[src/rtl/mem_arbiter_if.sv]
// Bundle of the fetch, load/store and memory-side signals around mem_arbiter.
// slave is the arbiter's view; master is the view of whatever drives and observes it.
interface mem_arbiter_if;
  logic        if_req_i;
  logic [31:0] if_addr_i;
  logic        if_gnt_o;
  logic        if_rvalid_o;
  logic [31:0] if_rdata_o;

  logic        ls_req_i;
  logic        ls_we_i;
  logic [31:0] ls_addr_i;
  logic [31:0] ls_wdata_i;
  logic        ls_gnt_o;
  logic        ls_rvalid_o;
  logic [31:0] ls_rdata_o;

  logic        flush_i;

  logic        mem_req_o;
  logic        mem_we_o;
  logic [31:0] mem_addr_o;
  logic [31:0] mem_wdata_o;
  logic        mem_gnt_i;
  logic        mem_rvalid_i;
  logic [31:0] mem_rdata_i;

  logic        stall_o;

  modport slave (
    input  if_req_i, if_addr_i,
    output if_gnt_o, if_rvalid_o, if_rdata_o,
    input  ls_req_i, ls_we_i, ls_addr_i, ls_wdata_i,
    output ls_gnt_o, ls_rvalid_o, ls_rdata_o,
    input  flush_i,
    output mem_req_o, mem_we_o, mem_addr_o, mem_wdata_o,
    input  mem_gnt_i, mem_rvalid_i, mem_rdata_i,
    output stall_o
  );

  modport master (
    output if_req_i, if_addr_i,
    input  if_gnt_o, if_rvalid_o, if_rdata_o,
    output ls_req_i, ls_we_i, ls_addr_i, ls_wdata_i,
    input  ls_gnt_o, ls_rvalid_o, ls_rdata_o,
    output flush_i,
    input  mem_req_o, mem_we_o, mem_addr_o, mem_wdata_o,
    output mem_gnt_i, mem_rvalid_i, mem_rdata_i,
    input  stall_o
  );
endinterface

[src/rtl/mem_arbiter.sv]
// Single-port memory arbiter between instruction fetch and load/store, one transaction in flight.
// Define ARB_FAIRNESS_EN to let a starved fetch win after STARVE_LIMIT load/store grants.
module mem_arbiter #(
  parameter int unsigned STARVE_LIMIT = 4
) (
  input logic          clk,
  input logic          rst_n,
  mem_arbiter_if.slave bus
);

  typedef enum logic [1:0] {StIdle, StWaitIf, StWaitLs} state_e;

  state_e state_q, state_d;
  logic   drop_q, drop_d;
  logic   sel_ls, sel_if;
  logic   if_rvalid;

`ifdef ARB_FAIRNESS_EN
  logic [2:0] starve_q, starve_d;
`endif

  always_comb begin
    state_d          = state_q;
    drop_d           = drop_q;
    if_rvalid        = 1'b0;
    bus.if_gnt_o     = 1'b0;
    bus.if_rvalid_o  = 1'b0;
    bus.if_rdata_o   = '0;
    bus.ls_gnt_o     = 1'b0;
    bus.ls_rvalid_o  = 1'b0;
    bus.ls_rdata_o   = '0;
    bus.mem_req_o    = 1'b0;
    bus.mem_we_o     = 1'b0;
    bus.mem_addr_o   = '0;
    bus.mem_wdata_o  = '0;
    bus.stall_o      = 1'b0;
    sel_ls           = bus.ls_req_i;
`ifdef ARB_FAIRNESS_EN
    starve_d = starve_q;
    if (bus.if_req_i && (32'(starve_q) >= STARVE_LIMIT)) begin
      sel_ls = 1'b0;
    end
`endif
    sel_if = bus.if_req_i & ~sel_ls;

    unique case (state_q)
      StIdle: begin
        bus.mem_req_o = bus.ls_req_i | bus.if_req_i;
        if (sel_ls) begin
          bus.mem_addr_o  = bus.ls_addr_i;
          bus.mem_we_o    = bus.ls_we_i;
          bus.mem_wdata_o = bus.ls_wdata_i;
          if (bus.mem_gnt_i) begin
            bus.ls_gnt_o = 1'b1;
            state_d      = StWaitLs;
`ifdef ARB_FAIRNESS_EN
            if (bus.if_req_i && (starve_q != 3'd7)) begin
              starve_d = starve_q + 3'd1;
            end
`endif
          end
        end else if (sel_if) begin
          bus.mem_addr_o = bus.if_addr_i;
          if (bus.mem_gnt_i) begin
            bus.if_gnt_o = 1'b1;
            state_d      = StWaitIf;
            drop_d       = bus.flush_i;
`ifdef ARB_FAIRNESS_EN
            starve_d = 3'd0;
`endif
          end
        end
      end
      StWaitLs: begin
        if (bus.mem_rvalid_i) begin
          bus.ls_rvalid_o = 1'b1;
          bus.ls_rdata_o  = bus.mem_rdata_i;
          state_d         = StIdle;
        end
      end
      StWaitIf: begin
        // A flush arriving together with the response still kills it.
        if (bus.mem_rvalid_i) begin
          if (!(drop_q || bus.flush_i)) begin
            if_rvalid      = 1'b1;
            bus.if_rdata_o = bus.mem_rdata_i;
          end
          drop_d  = 1'b0;
          state_d = StIdle;
        end else if (bus.flush_i) begin
          drop_d = 1'b1;
        end
      end
      default: state_d = StIdle;
    endcase

    bus.if_rvalid_o = if_rvalid;
    bus.stall_o     = bus.ls_req_i | (state_q == StWaitLs) | (bus.if_req_i & ~if_rvalid);

    // Outputs are forced quiet while reset is held, including the combinational paths.
    if (!rst_n) begin
      bus.if_gnt_o    = 1'b0;
      bus.if_rvalid_o = 1'b0;
      bus.if_rdata_o  = '0;
      bus.ls_gnt_o    = 1'b0;
      bus.ls_rvalid_o = 1'b0;
      bus.ls_rdata_o  = '0;
      bus.mem_req_o   = 1'b0;
      bus.mem_we_o    = 1'b0;
      bus.mem_addr_o  = '0;
      bus.mem_wdata_o = '0;
      bus.stall_o     = 1'b0;
    end
  end

  always_ff @(posedge clk or negedge rst_n) begin
    if (!rst_n) begin
      state_q <= StIdle;
      drop_q  <= 1'b0;
    end else begin
      state_q <= state_d;
      drop_q  <= drop_d;
    end
  end

`ifdef ARB_FAIRNESS_EN
  always_ff @(posedge clk or negedge rst_n) begin
    if (!rst_n) begin
      starve_q <= 3'd0;
    end else begin
      starve_q <= starve_d;
    end
  end
`endif

endmodule

[src/flat_wrapper.sv]
// flat-port wrapper written by rule: the top's interface ports become plain ports
module mem_arbiter_flat 
#(
  parameter int unsigned STARVE_LIMIT = 4
)
  (clk, rst_n, bus_if_req_i, bus_if_addr_i, bus_if_gnt_o, bus_if_rvalid_o, bus_if_rdata_o, bus_ls_req_i, bus_ls_we_i, bus_ls_addr_i, bus_ls_wdata_i, bus_ls_gnt_o, bus_ls_rvalid_o, bus_ls_rdata_o, bus_flush_i, bus_mem_req_o, bus_mem_we_o, bus_mem_addr_o, bus_mem_wdata_o, bus_mem_gnt_i, bus_mem_rvalid_i, bus_mem_rdata_i, bus_stall_o);
  mem_arbiter_if bus_i ();
  input logic clk;
  input logic rst_n;
  input wire logic [$bits(bus_i.if_req_i)-1:0] bus_if_req_i;
  input wire logic [$bits(bus_i.if_addr_i)-1:0] bus_if_addr_i;
  output wire logic [$bits(bus_i.if_gnt_o)-1:0] bus_if_gnt_o;
  output wire logic [$bits(bus_i.if_rvalid_o)-1:0] bus_if_rvalid_o;
  output wire logic [$bits(bus_i.if_rdata_o)-1:0] bus_if_rdata_o;
  input wire logic [$bits(bus_i.ls_req_i)-1:0] bus_ls_req_i;
  input wire logic [$bits(bus_i.ls_we_i)-1:0] bus_ls_we_i;
  input wire logic [$bits(bus_i.ls_addr_i)-1:0] bus_ls_addr_i;
  input wire logic [$bits(bus_i.ls_wdata_i)-1:0] bus_ls_wdata_i;
  output wire logic [$bits(bus_i.ls_gnt_o)-1:0] bus_ls_gnt_o;
  output wire logic [$bits(bus_i.ls_rvalid_o)-1:0] bus_ls_rvalid_o;
  output wire logic [$bits(bus_i.ls_rdata_o)-1:0] bus_ls_rdata_o;
  input wire logic [$bits(bus_i.flush_i)-1:0] bus_flush_i;
  output wire logic [$bits(bus_i.mem_req_o)-1:0] bus_mem_req_o;
  output wire logic [$bits(bus_i.mem_we_o)-1:0] bus_mem_we_o;
  output wire logic [$bits(bus_i.mem_addr_o)-1:0] bus_mem_addr_o;
  output wire logic [$bits(bus_i.mem_wdata_o)-1:0] bus_mem_wdata_o;
  input wire logic [$bits(bus_i.mem_gnt_i)-1:0] bus_mem_gnt_i;
  input wire logic [$bits(bus_i.mem_rvalid_i)-1:0] bus_mem_rvalid_i;
  input wire logic [$bits(bus_i.mem_rdata_i)-1:0] bus_mem_rdata_i;
  output wire logic [$bits(bus_i.stall_o)-1:0] bus_stall_o;
  assign bus_i.if_req_i = bus_if_req_i;
  assign bus_i.if_addr_i = bus_if_addr_i;
  assign bus_if_gnt_o = bus_i.if_gnt_o;
  assign bus_if_rvalid_o = bus_i.if_rvalid_o;
  assign bus_if_rdata_o = bus_i.if_rdata_o;
  assign bus_i.ls_req_i = bus_ls_req_i;
  assign bus_i.ls_we_i = bus_ls_we_i;
  assign bus_i.ls_addr_i = bus_ls_addr_i;
  assign bus_i.ls_wdata_i = bus_ls_wdata_i;
  assign bus_ls_gnt_o = bus_i.ls_gnt_o;
  assign bus_ls_rvalid_o = bus_i.ls_rvalid_o;
  assign bus_ls_rdata_o = bus_i.ls_rdata_o;
  assign bus_i.flush_i = bus_flush_i;
  assign bus_mem_req_o = bus_i.mem_req_o;
  assign bus_mem_we_o = bus_i.mem_we_o;
  assign bus_mem_addr_o = bus_i.mem_addr_o;
  assign bus_mem_wdata_o = bus_i.mem_wdata_o;
  assign bus_i.mem_gnt_i = bus_mem_gnt_i;
  assign bus_i.mem_rvalid_i = bus_mem_rvalid_i;
  assign bus_i.mem_rdata_i = bus_mem_rdata_i;
  assign bus_stall_o = bus_i.stall_o;
  mem_arbiter #(.STARVE_LIMIT(STARVE_LIMIT)) u_core (.clk(clk), .rst_n(rst_n), .bus(bus_i));
endmodule
[config.mk]
export PLATFORM = sky130hd
export DESIGN_NAME = mem_arbiter_flat
export DESIGN_NICKNAME = d
export VERILOG_FILES = /design/src/rtl/mem_arbiter_if.sv /design/src/rtl/mem_arbiter.sv /design/src/flat_wrapper.sv
export SDC_FILE = /design/constraint.sdc
export NUM_CORES = 1
export LEC_CHECK = 0
export BUFFER_PORTS_ARGS = -buffer_cell sky130_fd_sc_hd__buf_2
export CAP_MARGIN = 20
export CORE_AREA = 5 5 101 103
export CTS_CLUSTER_SIZE = 24
export DETAILED_ROUTE_END_ITERATION = 6
export DIE_AREA = 0 0 106 108
export GPL_ROUTABILITY_DRIVEN = 0
export SYNTH_ARGS = -nofsm -noshare
export SYNTH_HDL_FRONTEND = slang
export SYNTH_SLANG_ARGS = --single-unit
[constraint.sdc]
create_clock -name clk -period 1.5 [get_ports clk]
set_input_delay 0.15 -clock clk [delete_from_list [all_inputs] [get_ports clk]]
set_output_delay 0.15 -clock clk [all_outputs]
set_load 0.1 [all_outputs]
==> results.md, run 1 <==
* Fin area at 0.00611 sq mm
* Die H at 108 um
* Fillers at 656
* Worst slew pin tran at 0.304 ns
* Top Ports at around 270
* Cell chain of the critical path: inv_2 > ha_4 > nand2_4 > nor4b_4 > buf_6 > clkbuf_16 > and2_4 > buf_12
* Clock buffer depth at 2
* CP top delay family: buffers and inverters
* Pre-antenna DRT Iters at 4
* Psw at about 3.3 mW
* Max-Cap Viols at 0
* Post-synth top flop: dfrtp_1
* Final hold viol count at 0
* Distinct cells, synth at 27
* Worst vdd ir at 0.735 mV
* Commonest cells in the netlist: 99 x and2_1, 32 x a22o_1, 9 x buf_6
* Worst Hold Class: input pin to async pin
* Max Clk Rate at 500 MHz
* Number of diodes at 0
* Die W at 106 um
* Drt drc at 0
* Vias at around 2600
* Slowest-stage cell, CP: dfrtp_1
* I/O Buffers at 270
* Initial Util at 15.0%
* CTS buffer count at 3
* Largest stage delay on the critical path at approximately 0.37 ns
* CP Capture Type: output port
* Share of layout cells above drive strength 1 at a little over nine tenths
* Tot GR Track Use at 17.8%
* Final Max Tran Viols at 0
* Nets at 627
* Number of flops mapped to enable cells by yosys at 0
* Detail Route Antenna Nets at 0
* P per Cell Area at between 900 and 1000 mW/mm^2
* Placement Rows at 35
* First-pass GRT wire length at roughly 16 mm
* Power share of the combinational group at 93.5%
* Placed inst area at 0.00545 sq mm
* Initial antenna violation count at 0
* P_int at 2.66 mW
* FFs w/ async S/R, synth at 100%
* Period utilization at 133%
* Yosys reg bits at 3
* Vias in the first global route at 2908
* Yosys top cell area share at 45.3%
* Sequential element share of the synthesized area at roughly 5.5%
* Syn. warnings at 0
* CTS tree: built
* Clk pwr share at 3.9%
* Buffers & Inverters on Critical Path at 4
* Die area at 0.0114 sq mm
* Crit path DAT at 1.85 ns
* Layout area overhead at 347%
* H-tree depth at 1
* Sequential Power Share at 2.6%
* Most used routing layer: met2
* Met2 usage at 37.8%
* Ranking of synthesized cells by area: and2_1 45%, a22o_1 21%, buf_6 7.4%
* Period minus WS final at roughly 2 ns
* DR iter-0 viols at 50
* Drt total wl at between 10 and 15 mm
* Hold Slack at 0.373 ns
* Synthesized cell area at 0.00137 sq mm
* Register Area at 75.1 sq um
* Clock sink total at 3
* RSZ-0062 raised after global routing: true
* Clk_lat worst skew at 0.21 ns
* Vias per cell at 4.36
* Critical path type: flop to output port
* Met1 Usage GRT at 17.7%
* Critical Path Start Type: flop
* Synth Instances at about 180
* Largest net degree at the start of global routing at 18
* Count leader, synth: and2_1
* Failing checks: negative setup slack
* Max Clock Skew at 0.000119 ns
* Placed wire-length estimate at 9.02 mm
* Setup TNS at -51.28 ns
* Relative slew slack at around four fifths
* P_leak at a little under 3 nW
* Root buf cell: clkbuf_8
* WP data required at 1.35 ns
* Final WS setup at -0.502 ns
* Met3 GRT Util at 3.34%
* Setup violations, final at ~140
* Synthesized area per cell at 7.55 sq um
* Routed length per instance at 18.9 um
* Synthesized Nets at between 300 and 400
* Worst-path maximum fanout at 8
* Core box area at 0.00911 sq mm
* Multi-input combinational cell area at 0.00173 sq mm
* Synth area leader: and2_1
* Clk pin slew, worst setup/hold paths at 0.03 ns
* Sw frac at 55.6%
* GRT overflow at 0
* Outcome: finished, violations left
worst paths after layout:
| kind | startpoint | endpoint | slack (ns) | depth (start not counted) |
|---|---|---|---|---|
| max in group asynchronous | rst_n | u_core.state_q[1] | 0.88 | 3 |
| worst max register to register | u_core.state_q[0] | u_core.state_q[0] | 0.13 | 5 |
| worst max-delay path | u_core.state_q[1] | bus_if_rdata_o[23] | -0.50 | 8 |
| worst min register to register | u_core.state_q[1] | u_core.state_q[1] | 0.62 | 2 |
| worst min-delay path | rst_n | u_core.drop_q | 0.37 | 2 |
| min in group clk | bus_ls_req_i | u_core.state_q[1] | 0.40 | 4 |
power groups by stage:
stage               registers [mW]  logic (mW)  clock network, mW
global route                 0.159        5.78              0.250
detailed placement           0.158        5.06                  0
finish                       0.156        5.60              0.234
CTS                          0.152        5.51              0.240
global placement             0.156        4.99                  0
floorplan                    0.154        3.31                  0
what timing repair did:
action | CTS | global route
hold buffers | 1 | 0
pin swaps | 23 | 20
endpoints found under the setup margin | 135 | 135
endpoints found under the hold margin | 3 | 0
buffers inserted | 20 | 7
gates resized for setup | 41 | 14
cloned | 6 | 7
per-stage QoR:
stage,instances,total power [mW],setup slack (ns),util (%)
after floorplan,181,3.47,-0.321,-
after global placement,562,5.14,-0.271,59.8
after detailed placement,562,5.22,-0.318,59.8
after CTS,593,5.90,-0.457,65.5
after global routing,598,6.19,-0.582,67.1
final,598,5.99,-0.502,67.1
cell families after synthesis:
logic type                 count (synthesis)  share of synthesized area [%]
muxes                                      2                           1.47
adders and majority gates                  3                           2.75
AOI/OAI and AO/OA                         40                           24.9
buffers and inverters                     20                           11.1
DFF                                        3                           5.49
and+or+nand+nor                          113                           54.3
layout by cell type, fill, tap and decap left out, types with 2 or more instances in the layout:
master	Yosys	routed
dfrtp_1	3	3
and3_4	1	2
clkbuf_8	0	3
buf_16	0	4
mux2i_1	2	2
nor2_1	3	2
buf_2	7	135
buf_8	0	5
buf_6	9	15
buf_4	0	13
ha_4	0	3
a21oi_1	2	2
buf_12	0	140
a22o_4	0	32
nand2_4	1	2
inv_2	0	2
and2_4	0	99
clkbuf_16	0	7
sequential cells by signal (all words and copies together), names as in the netlist:
name and cells:
u_core.state_q 2, u_core.drop_q 1
cell type report:
class                           count  share of cell area (%)
Clock buffer                        4                   0.737
Sequential cell                     3                    1.23
Inverter                            2                   0.123
Tap cell                          111                    2.27
Timing Repair Buffer              320                    67.3
Multi-Input combinational cell    158                    28.3
layer usage:
layer  wire length (um)  up-vias  share of wire (%)
met1               3630     1223                 32
met5                  0        -                  0
met3                863       14                7.6
met2               6640      140                 59
met4                194        0                1.7
li1                   -     1232                  -
Power figures use the tool's default switching activity.
==> run 2, diff against run 1 <==
--- a/config.mk
+++ b/config.mk
@@ -7,11 +7,12 @@
 export LEC_CHECK = 0
 export BUFFER_PORTS_ARGS = -buffer_cell sky130_fd_sc_hd__buf_2
 export CAP_MARGIN = 20
-export CORE_AREA = 5 5 101 103
+export CORE_AREA = 2 2 104 106
 export CTS_CLUSTER_SIZE = 24
 export DETAILED_ROUTE_END_ITERATION = 6
 export DIE_AREA = 0 0 106 108
 export GPL_ROUTABILITY_DRIVEN = 0
+export PLACE_DENSITY_LB_ADDON = 0.12
 export SYNTH_ARGS = -nofsm -noshare
 export SYNTH_HDL_FRONTEND = slang
 export SYNTH_SLANG_ARGS = --single-unit
==> run 2 against run 1 <==
Net effect: the flow still finishes with violations (negative setup slack); register-to-register slack worse by 0.04 ns; count of clock-buffer cells in the layout unchanged; non-clock buffer count decreased by 6; first-iteration DRC count increased by 16%; clock skew about the same; sequential share of layout area about the same; critical path type unchanged; critical endpoint is now bus_mem_wdata_o[16].
==> results.md, run 2 (synthesized netlist as in run 1, its figures left out) <==
* Outcome: finished, violations left
* Failing checks: negative setup slack
* Number of diodes at 0
* First-pass GRT wire length at 14.8 mm
* Worst vdd ir at around 0.70 mV
* Max Clock Skew at 0.000425 ns
* Critical path type: flop to output port
* Crit Reg-Reg Startpoint: u_core.state_q[1]
* Layout area overhead at 342%
* Routed length per instance at around 17 um
* Die area at around 0.011 sq mm
* Root buf cell: clkbuf_8
* Vias at 2569
* Largest net degree at the start of global routing at 34
* Drt drc at 0
* Clk_lat worst skew at 0.21 ns
* Initial Util at 13.4%
* Detail Route Antenna Nets at 0
* Psw at between 3 and 4 mW
* Period utilization at 131%
* Pre-antenna DRT Iters at 4
* Worst-path maximum fanout at 7
* Clock sink total at 3
* Die W at 106 um
* Share of layout cells above drive strength 1 at between 90% and 100%
* Fillers at approximately 850
* Clk pwr share at 3.9%
* Final WS setup at -0.471 ns
* Critical Path Start Type: flop
* Max Clk Rate at 507 MHz
* Period minus WS final at 1.97 ns
* Clk pin slew, worst setup/hold paths at 0.03 ns
* Most frequent cells in the layout: 141 x buf_12, 135 x buf_2, 99 x and2_4, 32 x a22o_4, 14 x buf_4
* Cell chain of the critical path: inv_2 > ha_4 > buf_6 > and3_4 > buf_6 > clkbuf_16 > and2_4 > buf_12
* Drt total wl at around 10 mm
* I/O Buffers at 270
* Placed wire-length estimate at 8.09 mm
* Top Registers: u_core.state_q x2, u_core.drop_q x1
* Core box area at 0.0102 sq mm
* Fin util at 59.0%
* Commonest non-fill, non-tap cell in the layout: buf_12
* Initial antenna violation count at 0
* GRT overflow at 0
* Placement Rows at 37
* DR iter-0 viols at 58
* Crit path DAT at 1.82 ns
* RSZ-0062 raised after global routing: true
* Critical path's most frequent cell: buf_6
* CP Capture Type: output port
* Nets at a little over 600
* Relative slew slack at approximately three quarters
* Die H at 108 um
* Tot GR Track Use at around 16%
* Vias in the first global route at 2668
* Min-delay src: bus_ls_req_i
* Final Max Tran Viols at 0
* Worst slew pin tran at around 0.37 ns
* Top reg by flops: u_core.state_q
* Max reg flops at 2
* Setup violations, final at 135
* Clock buffer depth at 2
* P per Cell Area at approximately 1000 mW/mm^2
* Fin area at 0.00604 sq mm
* Max-Cap Viols at 0
* Hold Slack at between 0.2 and 0.3 ns
* Worst setup path start: u_core.state_q[1]
* H-tree depth at 1
* Final hold viol count at 0
* Slowest-stage cell, CP: dfrtp_1
* WP data required at 1.35 ns
* P_leak at ~2.9 nW
* Sw frac at 55.9%
* CTS buffer count at 3
* Top Ports at approximately 270
* Setup WS pre-CTS at -0.293 ns
* P_int at 2.61 mW
* CTS tree: built
* Vias per cell at 4.16
* Sequential Power Share at 2.6%
* Power share of the combinational group at between 90% and 100%
* Setup TNS at -53.80 ns
* Worst Hold Class: input pin to flop
* Placed inst area at 0.00549 sq mm
* Largest stage delay on the critical path at 0.37 ns
-- run 2: per-layer routing --
| metal | global-route usage (%) | part of all wire, % | vias up |
|---|---|---|---|
| met5 | 0 | 0 | - |
| met1 | 17.4 | 34 | 1189 |
| met2 | 33.0 | 57 | 154 |
| met3 | 3.80 | 8.2 | 6 |
| met4 | 2.07 | 0.94 | 0 |
| li1 | - | - | 1220 |
-- run 2: metrics by stage --
stage / power [mW] / cells
after global placement: 5.19 / 586
after global routing: 6.13 / 617
final: 5.92 / 617
after CTS: 5.91 / 611
after floorplan: 3.47 / 181
after detailed placement: 5.23 / 586
-- run 2: repair_timing --
action / 4_1_cts / 5_1_grt
gates cloned: 9 / 5
endpoints found under the setup margin: 135 / 137
buffers inserted: 11 / 10
gates resized for setup: 37 / 10
pin swaps: 20 / 38
hold buffers: 2 / 0
endpoints found under the hold margin: 3 / 0
-- run 2: cell type report --
class	count	area, sq um	area share (%)
Clock buffer	4	45.0	0.746
Multi-Input combinational cell	158	1740	28.9
Inverter	2	7.51	0.124
Sequential cell	3	75.1	1.24
Tap cell	136	170	2.82
Timing Repair Buffer	314	4000	66.2
-- run 2: final timing paths --
path	to	slack, ns	depth (start not counted)
min reg2reg	u_core.drop_q	0.66	1
max	bus_mem_wdata_o[16]	-0.47	8
max in group asynchronous	u_core.state_q[0]	0.86	3
min	u_core.state_q[1]	0.29	3
max reg2reg	u_core.drop_q	0.09	7
min in group asynchronous	u_core.drop_q	0.36	2
-- run 2: power groups by stage --
stage	clock (mW)	combinational [mW]	sequential, mW
finish	0.229	5.54	0.155
floorplan	0	3.31	0.154
detailed placement	0	5.08	0.154
global placement	0	5.04	0.152
global route	0.250	5.71	0.162
CTS	0.236	5.52	0.155
-- run 2: worst max-delay path: cells and delay by family (launching register included) --
| family | cells | cell delay, ns |
|---|---|---|
| buf+inv | 5 | 0.65 |
| simple gates | 2 | 0.39 |
| flops | 1 | 0.37 |
| fa+ha+maj | 1 | 0.17 |
